--- config.mk ---
export PLATFORM = sky130hd
export DESIGN_NAME = control_unit
export DESIGN_NICKNAME = d
export VERILOG_FILES = /design/src/rtl/k_and_s_pkg.sv /design/src/rtl/control_unit.sv
export SDC_FILE = /design/constraint.sdc
export NUM_CORES = 1
export LEC_CHECK = 0
export ABC_AREA = 1
export CAP_MARGIN = 20
export CORE_MARGIN = 5
export CORE_UTILIZATION = 36
export CTS_CLUSTER_DIAMETER = 50
export DETAILED_ROUTE_END_ITERATION = 8
export HOLD_SLACK_MARGIN = 0.02
export PLACE_DENSITY = 0.72
export SLEW_MARGIN = 30
export SYNTH_ARGS = -nofsm -noshare
export SYNTH_HDL_FRONTEND = slang
export SYNTH_SLANG_ARGS = --single-unit
--- constraint.sdc ---
create_clock -name clk -period 1 [get_ports clk]
set_input_delay 0.2 -clock clk [delete_from_list [all_inputs] [get_ports clk]]
set_output_delay 0.2 -clock clk [all_outputs]
set_load 0.01 [all_outputs]
--- src/rtl/k_and_s_pkg.sv ---
// k_and_s_pkg: shared types for the K&S processor.
//   decoded_instruction_type : IR decode produced by data_path
//   ctrl_state_type          : control_unit FSM states
//   ALU_*                    : ALU operation encodings driven on `operation`
package k_and_s_pkg;

  typedef enum logic [3:0] {
    I_NOP, I_LOAD, I_STORE, I_MOVE,
    I_ADD, I_SUB, I_AND, I_OR,
    I_BRANCH, I_BZERO, I_BNZERO, I_BNEG,
    I_BNNEG, I_BOV, I_BNOV, I_HALT
  } decoded_instruction_type;

  typedef enum logic [3:0] {
    S_FETCH, S_LOAD_IR, S_DECODE, S_LOAD_ADDR, S_LOAD_WB,
    S_STORE, S_EXEC, S_BRANCH, S_NEXT, S_HALT
  } ctrl_state_type;

  localparam logic [1:0] ALU_ADD = 2'b00;
  localparam logic [1:0] ALU_AND = 2'b01;
  localparam logic [1:0] ALU_OR  = 2'b10;
  localparam logic [1:0] ALU_SUB = 2'b11;

endpackage

--- src/rtl/control_unit.sv ---
// control_unit: instruction-sequencing FSM for the K&S processor.
// Drives every control input of data_path from its own state, the decoded
// instruction and the registered flags.
//   clk, rst_n            : clock / async active-low reset
//   decoded_instruction   : IR decode from data_path
//   zero_op, neg_op,
//   unsigned_overflow,
//   signed_overflow       : registered flags from data_path
//   branch, pc_enable     : PC source select / PC update strobe
//   ir_enable             : IR capture strobe
//   addr_sel              : 1 = RAM address from PC, 0 = from IR address field
//   c_sel                 : 1 = reg write data from RAM, 0 = from ALU
//   operation             : ALU op
//   write_reg_enable,
//   flags_reg_enable,
//   ram_write_enable      : write strobes
//   halt                  : processor stopped
module control_unit
  import k_and_s_pkg::*;
(
  input  logic                    clk,
  input  logic                    rst_n,
  input  decoded_instruction_type decoded_instruction,
  input  logic                    zero_op,
  input  logic                    neg_op,
  input  logic                    unsigned_overflow,
  input  logic                    signed_overflow,
  output logic                    branch,
  output logic                    pc_enable,
  output logic                    ir_enable,
  output logic                    addr_sel,
  output logic                    c_sel,
  output logic [1:0]              operation,
  output logic                    write_reg_enable,
  output logic                    flags_reg_enable,
  output logic                    ram_write_enable,
  output logic                    halt
);

  ctrl_state_type state_q, state_d;
  logic           branch_cond;

  // Branching never looks at unsigned overflow.
  logic unused_uov;
  assign unused_uov = unsigned_overflow;

  // State register. Outputs are decoded from state_q, so asserting reset
  // drops every strobe immediately.
  always_ff @(posedge clk or negedge rst_n) begin
    if (!rst_n) state_q <= S_FETCH;
    else        state_q <= state_d;
  end

  // Next-state logic
  always_comb begin
    state_d = S_FETCH;
    unique case (state_q)
      S_FETCH:   state_d = S_LOAD_IR;
      S_LOAD_IR: state_d = S_DECODE;
      S_DECODE: begin
        case (decoded_instruction)
          I_LOAD:                            state_d = S_LOAD_ADDR;
          I_STORE:                           state_d = S_STORE;
          I_ADD, I_SUB, I_AND, I_OR, I_MOVE: state_d = S_EXEC;
          I_BRANCH, I_BZERO, I_BNZERO, I_BNEG,
          I_BNNEG, I_BOV, I_BNOV:            state_d = S_BRANCH;
          I_HALT:                            state_d = S_HALT;
          default:                           state_d = S_NEXT;
        endcase
      end
      S_LOAD_ADDR: state_d = S_LOAD_WB;
      S_HALT:      state_d = S_HALT;
      default:     state_d = S_FETCH;
    endcase
  end

  // Branch condition, evaluated on the flags registered by the previous
  // instruction's execute cycle.
  always_comb begin
    branch_cond = 1'b0;
    case (decoded_instruction)
      I_BRANCH: branch_cond = 1'b1;
      I_BZERO:  branch_cond = zero_op;
      I_BNZERO: branch_cond = !zero_op;
      I_BNEG:   branch_cond = neg_op;
      I_BNNEG:  branch_cond = !neg_op;
      I_BOV:    branch_cond = signed_overflow;
      I_BNOV:   branch_cond = !signed_overflow;
      default:  branch_cond = 1'b0;
    endcase
  end

  assign branch = (state_q == S_BRANCH) && branch_cond;

  // Output decode
  always_comb begin
    pc_enable        = 1'b0;
    ir_enable        = 1'b0;
    addr_sel         = 1'b0;
    c_sel            = 1'b0;
    operation        = ALU_ADD;
    write_reg_enable = 1'b0;
    flags_reg_enable = 1'b0;
    ram_write_enable = 1'b0;
    halt             = 1'b0;
    unique case (state_q)
      S_FETCH:   addr_sel = 1'b1;
      S_LOAD_IR: begin
        addr_sel  = 1'b1;
        ir_enable = 1'b1;
      end
      S_LOAD_WB: begin
        c_sel            = 1'b1;
        write_reg_enable = 1'b1;
        pc_enable        = 1'b1;
      end
      S_STORE: begin
        ram_write_enable = 1'b1;
        pc_enable        = 1'b1;
      end
      S_EXEC: begin
        write_reg_enable = 1'b1;
        pc_enable        = 1'b1;
        case (decoded_instruction)
          I_ADD:  begin operation = ALU_ADD; flags_reg_enable = 1'b1; end
          I_AND:  begin operation = ALU_AND; flags_reg_enable = 1'b1; end
          I_OR:   begin operation = ALU_OR;  flags_reg_enable = 1'b1; end
          I_SUB:  begin operation = ALU_SUB; flags_reg_enable = 1'b1; end
          // MOVE passes a through the ALU as a|a and leaves flags alone.
          I_MOVE: operation = ALU_OR;
          default: ;
        endcase
      end
      S_BRANCH, S_NEXT: pc_enable = 1'b1;
      S_HALT:           halt = 1'b1;
      default: ;
    endcase
  end

endmodule

==> results.sh <==
export IMPL_fillers=96
export IMPL_ys_warn_count=0
export IMPL_dp_cells=134
export IMPL_drt_total_wl_um=1627
export IMPL_wl_per_cell_um=11.54
export IMPL_io_pins=21
export IMPL_grt_ovfl_total=0
export IMPL_timing_final_ws_setup_ns=-0.3661
export IMPL_critPathRequiredTime_ns=0.80
export IMPL_total_power_mw=1.962
export IMPL_min_path_type="in -> async"
export IMPL_crit_family="flip-flops"
export IMPL_crit_slowest_cell="dfrtp_1"
export IMPL_stdcell_count=141
export IMPL_htreeDepth=1
export IMPL_synthesis_nets=98
export IMPL_leakage_nw=0.5309
export IMPL_reg_top3="state_q: 4 flops"
export IMPL_holdWs_ns=0.1704
export IMPL_syn_to_final_growth_pct=98.22
export IMPL_ys_seq_elements=4
export IMPL_netlist_area_um2=491.7
export IMPL_die_h_um=46.96
export IMPL_failed_checks="setup timing"
export IMPL_initial_core_util=0.3779
export IMPL_grt_max_degree=7
export IMPL_seq_area_um2=101.3
export IMPL_synth_edff_count=0
export IMPL_relSlewSlack=0.8370
export IMPL_hold_violations=0
export IMPL_cpMostUsedCell="nand2_4"
export IMPL_place_hpwl_um=1225
export IMPL_largest_reg_flops=4
export IMPL_coreArea_mm2=0.001301
export IMPL_track_usage=0.1634
export IMPL_cts_tree="done"
export IMPL_min_period_over_period=1.366
export IMPL_gp_congestion=0.8726
export IMPL_rsz0062_at_grt="yes"
export IMPL_cp_cell_sequence="inv_2 -> nand2_4 -> nor2_4 -> nand2_4 -> a21oi_2 -> buf_2"
export IMPL_diodes=0
export IMPL_cts_hold_buffers=0
export IMPL_cts_sinks=4
export IMPL_status="finished with violations"
export IMPL_grt_pass1_vias=652
export IMPL_critPathKind="reg -> out"
export IMPL_cts_root_buf="clkbuf_4"
export IMPL_synth_top_cell_area_share=0.2036
export IMPL_finalCoreUtilization=0.7490
export IMPL_drive_above_1_share=0.5556
export IMPL_endpoint_kind="output port"
export IMPL_powerDensity_mw_per_mm2=2013
export IMPL_ant_nets=0
export IMPL_cts_clk_slew_worst_paths_ns=0.04
export IMPL_drt_iter0_markers=14
export IMPL_synth_seq_area_share=0.2036
export IMPL_avgViaCountPerCell=4.638
export IMPL_worstSkewPairLatency_ns=0.24
export IMPL_cp_max_fo=3
export IMPL_die_area_mm2=0.002205
export IMPL_grt_pass1_wl_um=2539
export IMPL_top_register="state_q"
export IMPL_synthArstFlopShare=1.000
export IMPL_arrival_ns=1.17
export IMPL_vdd_drop_max_uv=1113
export IMPL_synthTopCellsByCount="24 x nand2_1, 16 x inv_1, 9 x nor2_1, 6 x ha_1, 5 x nand3_1"
export IMPL_rrSetupSlack_ns=-0.17
export IMPL_yosysTopAreaCell="dfrtp_1"
export IMPL_maxSlewViolCount=0
export IMPL_numCtsBuffers=3
export IMPL_drv_cap=0
export IMPL_pre_cts_ws_ns=-1.206
export IMPL_setup_viol=15
export IMPL_postSynthCellCount=82
export IMPL_slowest_delay_ns=0.38
export IMPL_synthTopCellsByArea="dfrtp_1 20%, nand2_1 18%, ha_1 15%"
export IMPL_tns_ns=-4.115
export IMPL_worst_setup_path_start_kind="flop"
export IMPL_drcViolationCount=0
export IMPL_tightest_slew_ns=0.2428
export IMPL_clockBufferDepth=2
export IMPL_clock_skew_ns=0.005547
export IMPL_vias=654
export IMPL_fin_nets=144
export IMPL_synthFlopType="dfrtp_1"
export IMPL_path_buf_inv=2
export IMPL_syn_avg_cell_area_um2=5.997
export IMPL_synth_cell_types=16
export IMPL_antenna_found_initial=0
export IMPL_multi_input_area_um2=432.9
export IMPL_firstDrtPassIters=4
export IMPL_finalInstanceArea_um2=974.7
export IMPL_placed_cell_area_um2=865.8
export IMPL_row_count=13
export IMPL_die_x_um=46.96
export IMPL_portBuffers=19
export IMPL_yosysMostFrequentCell="nand2_1"
export IMPL_finalCriticalPeriod_ns=1.366
export IMPL_timing_fmax_mhz=732.0
[report_power, final]
group / switching, mW / internal (mW) / total [mW]
sequential: 0.0862 / 0.230 / 0.316
clock: 0.0653 / 0.134 / 0.199
combinational: 0.752 / 0.695 / 1.45
total: 0.903 / 1.06 / 1.96
[worst register-to-register path: cells and delay by family, from the launching register on]
kind | cells | cell delay [ns]
buffers and inverters | 3 | 0.30
AOI/OAI and AO/OA | 1 | 0.10
and+or+nand+nor | 2 | 0.27
DFF | 1 | 0.43
[placed cells by master, fill, tap and decap left out, types with 2 or more instances in the layout]
cell           synthesis  layout
nand2_4                0       3
nand2_1               24      19
nor2_1                 9       3
clkbuf_4               0       5
o21ai_0                3       2
o21ai_2                1       2
buf_2                  0       9
o21ai_1                2       2
buf_6                  0       8
dlygate4sd2_1          0       5
nor3_4                 1       2
inv_1                 16       9
dfrtp_1                4       3
buf_4                  0      16
nor2_4                 0       2
inv_2                  2       6
nand3_1                5       4
a21oi_2                0       3
inv_4                  0       3
ha_1                   6       5
nand2_2                1       3
nor2_2                 0       4
[layout make-up]
cell class | count | share of cell area
Tap cell | 15 | 0.01926
Multi-Input combinational cell | 60 | 0.4442
Inverter | 18 | 0.07702
Clock buffer | 3 | 0.02311
Sequential cell | 4 | 0.1040
Timing Repair Buffer | 41 | 0.3325
[per-layer routing]
layer  up-vias  routed length, um  track usage
li1        346                  -            -
met1       290                603       0.1682
met2        14                909       0.3144
met3         4                 78      0.03065
met4         0                 36      0.07182
met5         -                  0            0
[cells by family after synthesis]
kind of cell             Yosys count  synth area share
AO/OA/AOI/OAI                     10            0.1145
flip-flops                         4            0.2036
buffers and inverters             18            0.1374
AND/OR/NAND/NOR                   44            0.3919
adder cells (fa/ha/maj)            6            0.1527
[timing repair]
| item | CTS | global route |
|---|---|---|
| setup buffers | 3 | 2 |
| pin swaps | 10 | 11 |
| gates resized for setup | 74 | 21 |
| endpoints found under the setup margin | 15 | 15 |
| endpoints found under the hold margin | 0 | 0 |
| cloned | 0 | 0 |
[path summary, 6_finish.rpt]
check,from,end,cells after the start
min reg2reg,state_q[0]$_DFF_PN0_,state_q[1]$_DFF_PN0_,4
min,rst_n,state_q[0]$_DFF_PN0_,1
max reg2reg,state_q[1]$_DFF_PN0_,state_q[1]$_DFF_PN0_,6
max in group asynchronous,rst_n,state_q[1]$_DFF_PN0_,1
min in group clk,decoded_instruction[0],state_q[1]$_DFF_PN0_,3
max,state_q[3]$_DFF_PN0_,operation[1],6
Power figures use the tool's default switching activity.
